**config.mk**
```make
export PLATFORM = sky130hd
export DESIGN_NAME = mux_rr_scheduler_flat
export DESIGN_NICKNAME = d
export VERILOG_FILES = /design/src/rtl/mux_rr_scheduler_if.sv /design/src/rtl/mux_rr_scheduler.sv /design/src/flat_wrapper.sv
export SDC_FILE = /design/constraint.sdc
export NUM_CORES = 1
export LEC_CHECK = 0
export CORE_UTILIZATION = 40
export DETAILED_ROUTE_END_ITERATION = 10
export GPL_TIMING_DRIVEN = 0
export PLACE_DENSITY = 0.81
export REMOVE_ABC_BUFFERS = 1
export SETUP_SLACK_MARGIN = 0.5
export SLEW_MARGIN = 20
export SYNTH_ARGS = -nofsm -noshare
export SYNTH_HDL_FRONTEND = slang
export SYNTH_SLANG_ARGS = --single-unit
```
**constraint.sdc**
```tcl
create_clock -name clk -period 1.92 [get_ports clk]
set_input_delay 0.192 -clock clk [delete_from_list [all_inputs] [get_ports clk]]
set_output_delay 0.192 -clock clk [all_outputs]
set_load 0.01 [all_outputs]
```
**src/rtl/mux_rr_scheduler_if.sv**
```systemverilog
// Handshake bundle between the two lane FIFOs, the round-robin scheduler
// and the downstream consumer.
//   dataIn0/1, validIn0/1 : head-of-FIFO word and non-empty flag per lane
//   ready                 : downstream can accept a word this cycle
//   pop0/1                : lane head consumed at the coming edge
//   selector              : 2:1 mux select (1 = lane 1)
//   dataOut, validOut     : registered output stream
// modport master : scheduler side; modport slave : FIFO/consumer side.
interface mux_rr_scheduler_if #(
  parameter int WIDTH = 8
);
  logic [WIDTH-1:0] dataIn0;
  logic [WIDTH-1:0] dataIn1;
  logic             validIn0;
  logic             validIn1;
  logic             ready;
  logic             pop0;
  logic             pop1;
  logic             selector;
  logic [WIDTH-1:0] dataOut;
  logic             validOut;

  modport master (
    input  dataIn0, dataIn1, validIn0, validIn1, ready,
    output pop0, pop1, selector, dataOut, validOut
  );

  modport slave (
    output dataIn0, dataIn1, validIn0, validIn1, ready,
    input  pop0, pop1, selector, dataOut, validOut
  );
endinterface

```
**src/rtl/mux_rr_scheduler.sv**
```systemverilog
// Round-robin scheduler sharing one 2:1 data mux and output register
// between two upstream FIFO lanes. A granted lane keeps the grant for up to
// BURST words, then hands over to the other lane if it has data.
//   clk   : single clock, rising edge
//   reset : synchronous, active-high
//   bus   : mux_rr_scheduler_if.master (lane inputs, ready, pops, selector,
//           registered dataOut/validOut)
// Parameters: WIDTH data width, BURST words per grant (1..15).
module mux_rr_scheduler #(
  parameter int WIDTH = 8,
  parameter int BURST = 4
) (
  input  logic                clk,
  input  logic                reset,
  mux_rr_scheduler_if.master  bus
);

  typedef enum logic [1:0] {
    IDLE,
    GRANT0,
    GRANT1
  } state_e;

  localparam logic [3:0] BURST_LAST = 4'(BURST - 1);

  state_e           state_q, state_d;
  logic [3:0]       cnt_q, cnt_d;
  logic             last_q, last_d;
  logic [WIDTH-1:0] data_q, data_d;
  logic             valid_q, valid_d;

  logic             lane;
  logic             v_cur;
  logic             v_oth;
  logic [WIDTH-1:0] d_cur;
  logic             xfer;
  logic             done;
  logic             pop0;
  logic             pop1;

  // Index of the granted lane; only meaningful in a GRANT state.
  assign lane = (state_q == GRANT1);

  always_comb begin
    state_d = state_q;
    cnt_d   = cnt_q;
    last_d  = last_q;
    data_d  = data_q;
    valid_d = 1'b0;
    v_cur   = 1'b0;
    v_oth   = 1'b0;
    d_cur   = '0;
    xfer    = 1'b0;
    done    = 1'b0;

    case (state_q)
      IDLE: begin
        cnt_d = '0;
        // On a tie the lane that was not served last wins.
        if (bus.validIn0 && (!bus.validIn1 || last_q)) begin
          state_d = GRANT0;
        end else if (bus.validIn1) begin
          state_d = GRANT1;
        end
      end

      GRANT0, GRANT1: begin
        v_cur = lane ? bus.validIn1 : bus.validIn0;
        v_oth = lane ? bus.validIn0 : bus.validIn1;
        d_cur = lane ? bus.dataIn1  : bus.dataIn0;
        xfer  = v_cur && bus.ready;

        if (xfer) begin
          data_d  = d_cur;
          valid_d = 1'b1;
          cnt_d   = cnt_q + 4'd1;
        end

        // Stalled by ready with data pending is not an exit: the grant holds.
        done = !v_cur || (xfer && (cnt_q == BURST_LAST));

        if (done) begin
          if (v_oth) begin
            state_d = lane ? GRANT0 : GRANT1;
            cnt_d   = '0;
            last_d  = lane;
          end else if (v_cur) begin
            cnt_d = '0;
          end else begin
            state_d = IDLE;
            last_d  = lane;
          end
        end
      end

      default: begin
        state_d = IDLE;
        cnt_d   = '0;
      end
    endcase

    pop0 = xfer && !lane && !reset;
    pop1 = xfer &&  lane && !reset;
  end

  always_ff @(posedge clk) begin
    if (reset) begin
      state_q <= IDLE;
      cnt_q   <= '0;
      last_q  <= 1'b1;
      data_q  <= '0;
      valid_q <= 1'b0;
    end else begin
      state_q <= state_d;
      cnt_q   <= cnt_d;
      last_q  <= last_d;
      data_q  <= data_d;
      valid_q <= valid_d;
    end
  end

  assign bus.pop0     = pop0;
  assign bus.pop1     = pop1;
  assign bus.selector = (state_q == GRANT1);
  assign bus.dataOut  = data_q;
  assign bus.validOut = valid_q;

endmodule

```
**src/flat_wrapper.sv**
```systemverilog
// flat-port wrapper written by rule: the top's interface ports become plain ports
module mux_rr_scheduler_flat 
#(
  parameter int WIDTH = 8,
  parameter int BURST = 4
)
  (clk, reset, bus_dataIn0, bus_dataIn1, bus_validIn0, bus_validIn1, bus_ready, bus_pop0, bus_pop1, bus_selector, bus_dataOut, bus_validOut);
  mux_rr_scheduler_if #(.WIDTH(WIDTH)) bus_i ();
  input  logic clk;
  input  logic reset;
  input wire logic [$bits(bus_i.dataIn0)-1:0] bus_dataIn0;
  input wire logic [$bits(bus_i.dataIn1)-1:0] bus_dataIn1;
  input wire logic [$bits(bus_i.validIn0)-1:0] bus_validIn0;
  input wire logic [$bits(bus_i.validIn1)-1:0] bus_validIn1;
  input wire logic [$bits(bus_i.ready)-1:0] bus_ready;
  output wire logic [$bits(bus_i.pop0)-1:0] bus_pop0;
  output wire logic [$bits(bus_i.pop1)-1:0] bus_pop1;
  output wire logic [$bits(bus_i.selector)-1:0] bus_selector;
  output wire logic [$bits(bus_i.dataOut)-1:0] bus_dataOut;
  output wire logic [$bits(bus_i.validOut)-1:0] bus_validOut;
  assign bus_i.dataIn0 = bus_dataIn0;
  assign bus_i.dataIn1 = bus_dataIn1;
  assign bus_i.validIn0 = bus_validIn0;
  assign bus_i.validIn1 = bus_validIn1;
  assign bus_i.ready = bus_ready;
  assign bus_pop0 = bus_i.pop0;
  assign bus_pop1 = bus_i.pop1;
  assign bus_selector = bus_i.selector;
  assign bus_dataOut = bus_i.dataOut;
  assign bus_validOut = bus_i.validOut;
  mux_rr_scheduler #(.WIDTH(WIDTH), .BURST(BURST)) u_core (.clk(clk), .reset(reset), .bus(bus_i));
endmodule
```
After elaboration in Yosys (flattened, before gate mapping)
Index checks and enable logic that the tools add are counted.
{ "op_classes": {"muxes": 18, "n_eq_ne": 7, "n_addsub": 1, "reduce_logical": 19, "bitwise_logic": 1} }
{ "ops": {"columns": ["op", "n"], "rows": [
  ["two-way mux 4 bit", 4],
  ["two-way mux 2 bit", 6],
  ["two-way mux 8 bit", 1],
  ["logical AND 1 bit", 7],
  ["two-way mux 1 bit", 6],
  ["AND reduction 3 bit", 2],
  ["adder 4 x 1 -> 4 bit (second input constant)", 1],
  ["== test 4 x 2 -> 1 bit (second input constant)", 1],
  ["zero test 1 bit", 4],
  ["case mux 2 bit (2 select lines)", 1],
  ["OR reduction 2 bit", 2],
  ["!= test 3 x 2 -> 1 bit (second input constant)", 1],
  ["!= test 3 bit (second input constant)", 1],
  ["== test 2 x 1 -> 1 bit (second input constant)", 1],
  ["== test 2 bit (second input constant)", 1],
  ["zero test 2 bit", 1],
  ["logical OR 1 bit", 2],
  ["!= test 2 x 1 -> 1 bit (second input constant)", 1],
  ["!= test 2 bit (second input constant)", 1],
  ["AND reduction 2 bit", 1],
  ["inverter 1 bit", 1]
]} }
{ "totals": {"elab_cells": 51, "input_bits": 21, "reg_bits": 16} }

Depth between registers and ports, before layout
Gate-level depths: netlist (run 1).
{ "logic_depth": {"ltp_word": 7, "mapped_depth": 8} }

Worst setup path before layout (run 1)
OpenSTA, ideal clock, no wires.
{ "synth_timing": {"path_type": "reg2out", "startpoint": "reg u_core.state_q[0]", "endpoint": "out bus_pop0", "required_ps": 1728, "arrival_ps": 1554, "path_stages_with_launch": 8, "path_buffers": 1, "setup_slack_ps": 174, "path_cell_list": "dfxtp_1 > inv_1 > ha_1 > mux2_4 > and3_4 > buf_6 > and2b_1 > nor2b_1"} }
{ "synth_between": {"elab_chain_len": 6} }
{ "synth_rtl": {"columns": ["element", "line_no", "rtl"], "rows": [
  ["from (decl)", "mux_rr_scheduler.sv:26", "state_e state_q, state_d;"],
  ["from (signal assigned)", "mux_rr_scheduler.sv:114", "state_q <= state_d;"],
  ["== test 2 bit *", null, null],
  ["via bus_selector", "flat_wrapper.sv:18", "output wire logic [$bits(bus_i.selector)-1:0] bus_selector;"],
  ["two-way mux 1 bit", "mux_rr_scheduler.sv:68", "v_cur = lane ? bus.validIn1 : bus.validIn0;"],
  ["logical AND 1 bit", "mux_rr_scheduler.sv:71", "xfer = v_cur && bus.ready;"],
  ["two-way mux 1 bit", "mux_rr_scheduler.sv:56", "case (state_q)"],
  ["logical AND 1 bit * (2 in a row)", "mux_rr_scheduler.sv:102", "pop0 = xfer && !lane && !reset;"],
  ["to (decl)", "flat_wrapper.sv:16", "output wire logic [$bits(bus_i.pop0)-1:0] bus_pop0;"]
]} }
Mark *: on every way through the listed nets, which the timed path passes. The rest lies on a longest branch.

Final worst setup path (run 1)
{ "layout_timing": {"startpoint": "reg u_core.state_q[0]", "endpoint": "out bus_pop0"} }
{ "layout_between": {"elab_chain_len": 6} }
{ "layout_rtl": {"columns": ["element", "line_no"], "rows": [
  ["== test 2 bit", "mux_rr_scheduler.sv:42, mux_rr_scheduler.sv:56"],
  ["two-way mux 1 bit", "mux_rr_scheduler.sv:68"],
  ["logical AND 1 bit", "mux_rr_scheduler.sv:71"],
  ["two-way mux 1 bit", "mux_rr_scheduler.sv:56"],
  ["logical AND 1 bit * (2 in a row)", "mux_rr_scheduler.sv:102"]
]} }
Every way passes the cells marked *; elsewhere a longest branch is shown, timed or not.

==> results.py, run 1 <==
metrics = {
    "outcome": {
        "status": "complete, but fails checks",
        "violations": "negative setup slack",
    },
    "run": {
        "drv.max_cap_violation_count": 0,
    },
    "worst_setup_path": {
        "reg2reg_setup_slack_ps": 70,
        "setup.worst_path.class": "flop to primary output",
        "setup.worst_path.start_class": "flop",
        "worstSetupStartpoint": "u_core.state_q[0]",
        "cp.arrival_ps": 1730,
        "worstPathRequired_ps": 1730,
        "worst_flop_to_flop_path_endpoint": "u_core.last_q",
        "max_stage_delay_ps": 370,
        "worst-r2r-cell-count": 10,
        "regToRegStartpoint": "u_core.state_q[0]",
        "cp_slowest_cell": "sky130_fd_sc_hd__dfxtp_2",
        "worst-path-buf-inv": 2,
        "cells_along_the_critical_path": "inv_4 -> ha_4 -> mux2_4 -> and3_4 -> and2b_1 -> nor2b_4 -> buf_6",
        "path_max_fanout": 2,
        "critical-path-top-delay-family": "simple AND/OR/NAND/NOR gates",
        "crit_path_end_kind": "primary output",
    },
    "power_and_ir_drop": {
        "switching_share_pct": 36.7,
        "comb_power_share_pct": 64.3,
        "cellInternalPower_w": 0.00123,
        "cellLeakagePower_nw": 0.640,
        "ir_worst_vdd_mv": 0.956,
        "clock_power_share_pct": 11.6,
        "p_switching_w": 0.000711,
        "seq_power_share_pct": 24.1,
        "powerDensity_nw_per_um2": 1250,
    },
    "clocking": {
        "cts_tree": "built",
        "cts_htree_levels": 1,
        "cts-root-buf": "sky130_fd_sc_hd__clkbuf_4",
        "cts_hold_repair.buffers": 0,
        "cts.clk_slew.worst_paths_ps": 100,
        "cts.sink_count": 16,
        "numCtsBuffers": 3,
        "clkLatencyLatePin_ps": 290,
        "clk_path_buf_depth": 2,
    },
    "yosys": {
        "synth.mux.area_fraction_pct": 12.3,
        "synth.lib_cells_used.distinct": 36,
        "synth_commonest_cells": "sky130_fd_sc_hd__dfxtp_1 (16), sky130_fd_sc_hd__mux2i_1 (11), sky130_fd_sc_hd__nor2_1 (10)",
        "synth_fa_ha_area_share_pct": 4.93,
        "seq_area_frac_synth_pct": 31.6,
        "synthMostInstantiatedCell": "sky130_fd_sc_hd__dfxtp_1",
        "mappedNetlistArea_um2": 1010,
        "synth_compound_area_share_pct": 21.1,
        "synth_edf_count": 0,
        "synthSimpleGateAreaFrac_pct": 23.2,
        "synth_top_area_share_pct": 31.6,
        "ys_top_cells_by_area": "sky130_fd_sc_hd__dfxtp_1 (32%), sky130_fd_sc_hd__mux2i_1 (11%), sky130_fd_sc_hd__a211oi_2 (9.9%)",
        "synth_area_leader_cell": "sky130_fd_sc_hd__dfxtp_1",
        "postSynth.topFlopCell": "sky130_fd_sc_hd__dfxtp_1",
        "synth_area_per_cell_um2": 9.48,
        "ys_seq_elements": 16,
        "synth_xor_xnor_area_share_pct": 0,
        "synthesis_warnings": 0,
        "synth_top_family_by_area": "simple AND/OR/NAND/NOR gates",
        "proportion_of_register_bits_with_asynchronous_set_or_reset_after_synthesis_pct": 0,
        "post_synth_inst_count": 107,
    },
    "sta": {
        "period_share_pct": 100,
        "finalHoldViolations": 0,
        "timing_worst_slew_pin_value_ps": 723,
        "whs_ps": 524,
        "fin_ws_ps": -4.68,
        "worst_clock_skew_ps": 3.00,
        "timing.max_slew.rel_slack_pct": 51.8,
        "final-max-slew-violation-count": 0,
        "max_freq_mhz": 520,
        "rsz0062_at_grt": "true",
        "final-setup-viol-count": 1,
        "final.setup.tns_ps": -4.68,
        "finalWorstPathRequiredPeriod_ps": 1920,
    },
    "place": {
        "post_place_worst_slack_ps": -931,
        "dp_hpwl_mm": 1.63,
        "io_buffer_count": 32,
        "gp_congestion": 0.704,
    },
    "drt": {
        "met2_length_mm": 1.47,
        "route.antenna.remaining_nets": 0,
        "number_of_iterations_in_the_first_detailed_routing_pass": 4,
        "dr.max_layer_used": "met3",
        "detail_route.wl_per_cell_um": 15.2,
        "vias": 973,
        "wirelength_mm": 2.66,
        "drt-initial-drc-count": 22,
        "detailroute.wirelength.met3_um": 105,
        "routed_via_density": 5.56,
        "detail_route.wirelength.met1_mm": 1.09,
        "drc": 0,
    },
    "floorplan": {
        "num_rows": 17,
        "floorplan.initialDensity_pct": 44.2,
        "die_h_um": 52.4,
        "dieWidth_um": 52.4,
        "core_region_area_um2": 2300,
        "die_area_um2": 2740,
        "ioPinCount": 33,
    },
    "global_route": {
        "largest_net_degree_at_the_start_of_global_routing": 17,
        "grt_overflow": 0,
        "gr-usage-all-layers_pct": 18.5,
        "antenna_found_initial": 0,
        "first_global_vias": 883,
        "grt_first_pass_wirelength_mm": 3.73,
    },
    "cells_and_area": {
        "area_occupied_by_multi_input_gates_um2": 703,
        "layout-drive-gt1-share_pct": 32.7,
        "layout.nets": 173,
        "seq_area_um2": 327,
        "final_core_utilization_pct": 67.6,
        "fill_cells": 186,
        "flow.area_growth_from_synthesis_pct": 53.1,
        "num_antenna_cells": 0,
    },
    "worst_hold_path": {
        "min-delay-path-class": "flop to flop",
        "min_path_cells": 2,
        "hold_path_end": "u_core.cnt_q[2]",
        "worst_hold_startpoint": "u_core.cnt_q[2]",
    },
}
[sequential cells by signal, summed over array words and instances (netlist names)]
signal / flops
u_core.cnt_q: 4
u_core.bus.dataOut: 8
u_core.last_q: 1
u_core.bus.validOut: 1
u_core.state_q: 2
[per-stage QoR]
stage               std cells  power, W  instance area [um^2]
global placement          158   0.00124                  1310
finish                    175   0.00194                  1550
detailed placement        158   0.00128                  1310
global route              175   0.00205                  1550
CTS                       172   0.00178                  1470
floorplan                  98   0.00101                   952
[layout make-up]
class                      count  area share (%)
clock buffer                   4            2.33
inverter                       2           0.644
multi-input combinational     80            45.2
sequential                    16            21.0
tap                           28            2.25
timing repair buffer          45            28.5
[cell usage in the layout (no fill, tap or decap), types with 2 or more instances in the layout]
cell type / synthesis / layout
sky130_fd_sc_hd__nor2b_1: 3 / 2
sky130_fd_sc_hd__dfxtp_1: 16 / 13
sky130_fd_sc_hd__dfxtp_2: 0 / 2
sky130_fd_sc_hd__o21ai_0: 3 / 3
sky130_fd_sc_hd__dlymetal6s2s_1: 0 / 4
sky130_fd_sc_hd__mux2i_2: 0 / 5
sky130_fd_sc_hd__clkbuf_4: 0 / 3
sky130_fd_sc_hd__buf_6: 1 / 5
sky130_fd_sc_hd__nand2_1: 4 / 4
sky130_fd_sc_hd__buf_4: 1 / 9
sky130_fd_sc_hd__nand2b_1: 6 / 6
sky130_fd_sc_hd__a211oi_2: 8 / 8
sky130_fd_sc_hd__nand4b_1: 2 / 2
sky130_fd_sc_hd__ha_1: 4 / 2
sky130_fd_sc_hd__mux2i_1: 11 / 5
sky130_fd_sc_hd__o21bai_1: 2 / 2
sky130_fd_sc_hd__ha_4: 0 / 2
sky130_fd_sc_hd__nor2_1: 10 / 10
sky130_fd_sc_hd__a21oi_1: 6 / 6
sky130_fd_sc_hd__clkdlybuf4s50_1: 0 / 24
[timing repair]
item	CTS	global route
pin swaps	5	9
endpoints found under the setup margin	19	22
setup buffers	10	3
gates resized for setup	31	16
[power by group through the flow]
stage | Combinational [W] | Sequential (W) | Clock (W)
global route | 0.00132 | 0.000477 | 0.000251
global placement | 0.000791 | 0.000452 | 0
CTS | 0.00108 | 0.000468 | 0.000229
floorplan | 0.000541 | 0.000470 | 0
detailed placement | 0.000819 | 0.000458 | 0
finish | 0.00124 | 0.000467 | 0.000225
[routing by layer]
layer  track usage [%]  up-vias
li1                  -      471
met1              20.1      470
met2              34.8       32
met3              6.09        0
met4              2.63        0
met5                 0        -
[worst reg2reg max path: cells and delay by family, from the launching register on]
| family | cells | cell delay (ps) |
|---|---|---|
| DFF | 1 | 370 |
| buffers and inverters | 6 | 710 |
| adders and majority gates | 1 | 160 |
| AOI/OAI and AO/OA | 3 | 520 |
[cell families after synthesis]
logic type / after synthesis
AOI/OAI and AO/OA: 25
adders and majority gates: 4
buffers and inverters: 11
DFF: 16
muxes: 12
and+or+nand+nor: 39
[worst max-delay path by stage]
stage / endpoint / slack (ps) / cells after the start
2_1_floorplan: bus_pop0 / -250 / 6
3_3_place_gp: bus_pop0 / -870 / 7
3_5_place_dp: bus_pop0 / -930 / 7
4_1_cts: bus_pop0 / -6 / 7
5_1_grt: bus_pop0 / -60 / 7
6_report: bus_pop0 / -5 / 7
No activity file was read; power rests on OpenSTA's default activity.
==> inputs of run 2 (changes only) <==
TNS_END_PERCENT = 30   (was unset)
==> run 2 against run 1 <==
The run still ends with negative setup slack left. Final cell count stayed put. First-iteration DRC count is 45% lower. Via count is 0.10% higher. Wire length hardly changed. Critical endpoint unchanged.
==> results.py, run 2 (synthesized netlist as in run 1, its figures left out) <==
metrics = {
    "cells_and_area": {
        "area_occupied_by_multi_input_gates_um2": 703,
        "fill_cells": 191,
        "final_core_utilization_pct": 67.5,
        "flow.area_growth_from_synthesis_pct": 52.8,
        "finish.cell_count_without_fillers": 175,
        "num_antenna_cells": 0,
        "seq_area_um2": 327,
        "layout.nets": 173,
        "layout-drive-gt1-share_pct": 32.7,
        "largest_reg_flops": 8,
        "final_common_cell": "sky130_fd_sc_hd__clkdlybuf4s50_1",
        "final_cell_mix": "sky130_fd_sc_hd__clkdlybuf4s50_1 (24), sky130_fd_sc_hd__dfxtp_1 (13), sky130_fd_sc_hd__nor2_1 (10), sky130_fd_sc_hd__buf_4 (10), sky130_fd_sc_hd__a211oi_2 (8)",
        "post-route-cell-area_um2": 1550,
    },
    "worst_setup_path": {
        "worstSetupStartpoint": "u_core.state_q[0]",
        "worstPathRequired_ps": 1730,
        "crit_path_end_kind": "primary output",
        "setup.worst_path.start_class": "flop",
        "path_max_fanout": 2,
        "regToRegStartpoint": "u_core.state_q[0]",
        "setup.worst_path.class": "flop to primary output",
        "cp.arrival_ps": 1730,
    },
    "sta": {
        "period_share_pct": 100,
        "timing.max_slew.rel_slack_pct": 52.0,
        "finalWorstPathRequiredPeriod_ps": 1920,
        "fin_ws_ps": -4.37,
        "max_freq_mhz": 520,
        "final.setup.tns_ps": -4.37,
        "rsz0062_at_grt": "true",
        "worst_clock_skew_ps": 2.05,
        "timing_worst_slew_pin_value_ps": 721,
        "final-setup-viol-count": 1,
        "finalHoldViolations": 0,
        "final-max-slew-violation-count": 0,
        "whs_ps": 524,
    },
    "outcome": {
        "status": "complete, but fails checks",
        "violations": "negative setup slack",
    },
    "clocking": {
        "cts_hold_repair.buffers": 0,
        "cts.clk_slew.worst_paths_ps": 90,
        "clkLatencyLatePin_ps": 290,
        "cts_tree": "built",
        "cts.sink_count": 16,
        "cts_htree_levels": 1,
        "cts-root-buf": "sky130_fd_sc_hd__clkbuf_4",
        "numCtsBuffers": 3,
        "clk_path_buf_depth": 2,
    },
    "place": {
        "dp_hpwl_mm": 1.63,
        "gp_congestion": 0.704,
        "area_of_placed_instances_um2": 1310,
        "dp_cells": 158,
        "io_buffer_count": 32,
    },
    "global_route": {
        "gr-usage-all-layers_pct": 18.5,
        "grt_first_pass_wirelength_mm": 3.73,
        "first_global_vias": 868,
        "largest_net_degree_at_the_start_of_global_routing": 17,
        "antenna_found_initial": 0,
        "grt_overflow": 0,
    },
    "drt": {
        "detailroute.wirelength.met3_um": 133,
        "drt-initial-drc-count": 12,
        "vias": 974,
        "dr.max_layer_used": "met4",
        "routed_via_density": 5.57,
        "number_of_iterations_in_the_first_detailed_routing_pass": 4,
        "met2_length_mm": 1.42,
        "route.antenna.remaining_nets": 0,
        "wirelength_mm": 2.66,
        "detail_route.wirelength.met1_mm": 1.09,
        "drc": 0,
        "detail_route.wl_per_cell_um": 15.2,
    },
    "power_and_ir_drop": {
        "ir_worst_vdd_mv": 0.956,
        "cellLeakagePower_nw": 0.639,
        "powerDensity_nw_per_um2": 1240,
    },
    "worst_hold_path": {
        "worst_hold_startpoint": "u_core.cnt_q[2]",
        "min-delay-path-class": "flop to flop",
    },
    "floorplan": {
        "die_area_um2": 2740,
        "ioPinCount": 33,
        "floorplan.initialDensity_pct": 44.2,
        "core_region_area_um2": 2300,
        "num_rows": 17,
        "die_h_um": 52.4,
        "dieWidth_um": 52.4,
    },
    "run": {
        "drv.max_cap_violation_count": 0,
    },
}
run 2: timing repair:
action | in CTS | in global routing
setup buffers | 9 | 4
pin swaps | 5 | 9
resized for setup | 29 | 17
endpoints found under the setup margin | 19 | 22
run 2: cell type report:
type	count	area share (%)
Tap cell	28	2.26
Timing Repair Buffer	45	28.3
Inverter	2	0.646
Sequential cell	16	21.1
Clock buffer	4	2.34
Multi-Input combinational cell	80	45.4
run 2: critical path, cell delays in order (launching register included):
cell                      delay, ps
sky130_fd_sc_hd__dfxtp_2        370
sky130_fd_sc_hd__inv_4           50
sky130_fd_sc_hd__ha_4           160
sky130_fd_sc_hd__mux2_4         300
sky130_fd_sc_hd__and3_4         180
sky130_fd_sc_hd__and2b_1        160
sky130_fd_sc_hd__nor2b_4        120
sky130_fd_sc_hd__buf_6          110
run 2: through the flow:
| step | total power [W] | setup WS (ps) |
|---|---|---|
| floorplan | 0.00101 | -252 |
| global placement | 0.00124 | -872 |
| detailed placement | 0.00128 | -931 |
| CTS | 0.00175 | -6.48 |
| global route | 0.00204 | -62.1 |
| finish | 0.00193 | -4.37 |
run 2: path summary, 6_finish.rpt:
check / to / slack [ps] / cells past startpoint
max: bus_pop0 / -4 / 7
min: u_core.cnt_q[2] / 520 / 2
max reg2reg: u_core.last_q / 70 / 10
min reg2reg: u_core.cnt_q[2] / 520 / 2
run 2: per-layer routing:
layer,global-route usage [%],vias to the layer above
li1,-,474
met1,20.3,463
met2,34.6,34
met3,6.09,3
met4,2.63,0
met5,0,-
run 2: power by group:
part | switching, W | internal, W
clock network | 0.000109 | 0.000116
registers | 0.0000544 | 0.000412
logic | 0.000545 | 0.000690
total | 0.000709 | 0.00122
==> RTL edit: new RTL, config.mk and constraints of run 1 <==
Encoding of `state_e`: now one-hot (3 bits for 3 states).
--- a/src/rtl/mux_rr_scheduler.sv
+++ b/src/rtl/mux_rr_scheduler.sv
@@ -17,6 +17,6 @@
 
-  typedef enum logic [1:0] {
-    IDLE,
-    GRANT0,
-    GRANT1
+  typedef enum logic [2:0] {
+    IDLE   = 3'b001,
+    GRANT0 = 3'b010,
+    GRANT1 = 3'b100
   } state_e;
Formal check against the unedited RTL: no difference found for any inputs over 10 cycles, from zero or initial values and one cycle with reset high; not proved beyond that.
==> RTL edit against run 1 <==
Maximum frequency up 6.4%; count of clock-buffer cells in the layout down 1; sequential share of layout area up 1.1 points; area after synthesis down 8.9%; sequential cell count up 1; setup slack better by 0.12 ns; via count up 6.8%; routed wire length up 11%; cell area up 3.1%.
Power is not compared: it rests on default switching activity, and its combinational part moved more than twofold at a synthesized area within 25%.
==> RTL edit: results (changes against run 1) <==
stage;metric;value;unit;change
logic_synthesis;syn_inst;104;;-2.8%
timing;skew;0.00245;ns;-0.000553 ns
drt;drc_errors;0;;unchanged
logic_synthesis;ys.warnings.count;0;;unchanged
drt;wl_per_cell;16.0;µm;+5.4%
pwr;ir_worst_vdd;0.000432;V;
logic_synthesis;async_reset_ff_frac;0;;unchanged
worst_setup_path;worstPathArrival;1.62;ns;-0.11 ns
worst_setup_path;crit_path_max_incr_delay;0.43;ns;+0.06 ns
drt;route.met2.wl;1.50;mm;+1.7%
drt;drtIter0Drc;11;;-50%
clock_tree;cts.clk_slew.worst_paths;0.10;ns;about the same
drt;viasPerCell;5.65;;+1.6%
drt;dr.pass1.iters;4;;unchanged
place;placed_area;1230;µm²;-5.6%
status;status;complete, no violations;;
global_routing;track_usage;0.230;;+0.0453
timing;maxSlewHeadroom;0.645;;+0.127
place;gp_congestion;0.875;;+24%
global_routing;grt_pass1_vias;1000;;+13%
logic_synthesis;synth.distinct_cells;35;;-2.8%
cells_and_area;layout.nets;179;;+3.5%
clock_tree;insertion_delay;0.29;ns;about the same
drt;wl;2.95;mm;+11%
global_routing;antenna_found_initial;0;;unchanged
cells_and_area;fillers;159;;-15%
place;place_ws;-0.788;ns;+0.143 ns
place;dp.cells;157;;-0.63%
drt;highest_layer;met4;;
logic_synthesis;synth.area.top_cells;dfxtp_1 (37%), mux2i_1 (8.7%), a311oi_1 (8.5%);;
cells_and_area;largest_register_ffs;8;;unchanged
drt;wl_met3;138;µm;+31%
cells_and_area;drive_gt1_frac;0.378;;+0.0517
logic_synthesis;ys_seq_area_frac;0.368;;+0.0524
worst_setup_path;crit_slowest_cell;or3b_4;;
worst_setup_path;critPathMaxFanout;4;;+2
global_routing;grt_pass1_wl;4.40;mm;+18%
global_routing;grt_max_degree;19;;+2
min_path;hold_class;in -> reg;;
drt;met1Wirelength;1.27;mm;+17%
logic_synthesis;synth_common_cells;dfxtp_1 (17), a21oi_1 (13), a311oi_1 (9);;
place;hpwl;1.51;mm;-7.1%
-- RTL edit: cell families (layout without fill, tap and decap cells) --
kind of cell,count (synthesis),after routing,synth area share
mux,8,8,0.0866
xor+xnor,3,3,0.0284
fa+ha+maj,1,1,0.0135
simple gates,27,27,0.165
buf+inv,12,64,0.0704
compound gates,36,36,0.268
flops,17,17,0.368
-- RTL edit: final cells by class --
class                   count  area (µm²)  area share
flip-flops and latches     17         354       0.221
repair buffers             55         531       0.331
inverters                   5        22.5      0.0141
clock inverters             1        5.00     0.00312
multi-input cells          75         632       0.395
clock buffers               3        22.5      0.0141
well taps                  28        35.0      0.0219
-- RTL edit: path summary, 6_finish.rpt --
| check | endpoint | slack (ns) | cells past startpoint | from |
|---|---|---|---|---|
| worst min register to register | u_core.cnt_q[3] | 0.50 | 2 | u_core.cnt_q[3] |
| worst max register to register | u_core.state_q[1] | 0.24 | 7 | u_core.state_q[1] |
| worst max-delay path | bus_pop1 | 0.11 | 5 | u_core.state_q[1] |
| worst min-delay path | u_core.state_q[0] | 0.38 | 2 | bus_validIn0 |
-- RTL edit: timing repair --
action,4_1_cts,5_1_grt
setup endpoints to repair,19,22
resized for setup,40,25
pin swaps,11,12
buffers inserted,18,5
-- RTL edit: per-layer routing --
metal,global-route usage,up-vias
met5,0,-
met4,0.0810,0
met3,0.0494,8
met2,0.402,36
met1,0.272,498
li1,-,497
-- RTL edit: power by group through the flow --
stage	Clock, mW	Sequential (mW)	Combinational [mW]
2_1_floorplan	0	0.380	0.0588
3_3_place_gp	0	0.380	0.125
3_5_place_dp	0	0.381	0.128
4_1_cts	0.195	0.368	0.169
5_1_grt	0.211	0.370	0.202
6_report	0.193	0.368	0.190
-- RTL edit: metrics by stage --
stage,TNS [ns],power (mW)
final,0,0.752
after global routing,0,0.783
after CTS,0,0.732
after detailed placement,-4.08,0.509
after global placement,-3.62,0.505
after floorplan,0,0.439
-- RTL edit: worst max-delay path, delay by kind of cell (launching register included) --
family	cells	cell delay (ns)
simple gates	2	0.49
flops	1	0.36
buf+inv	2	0.31
compound gates	1	0.17
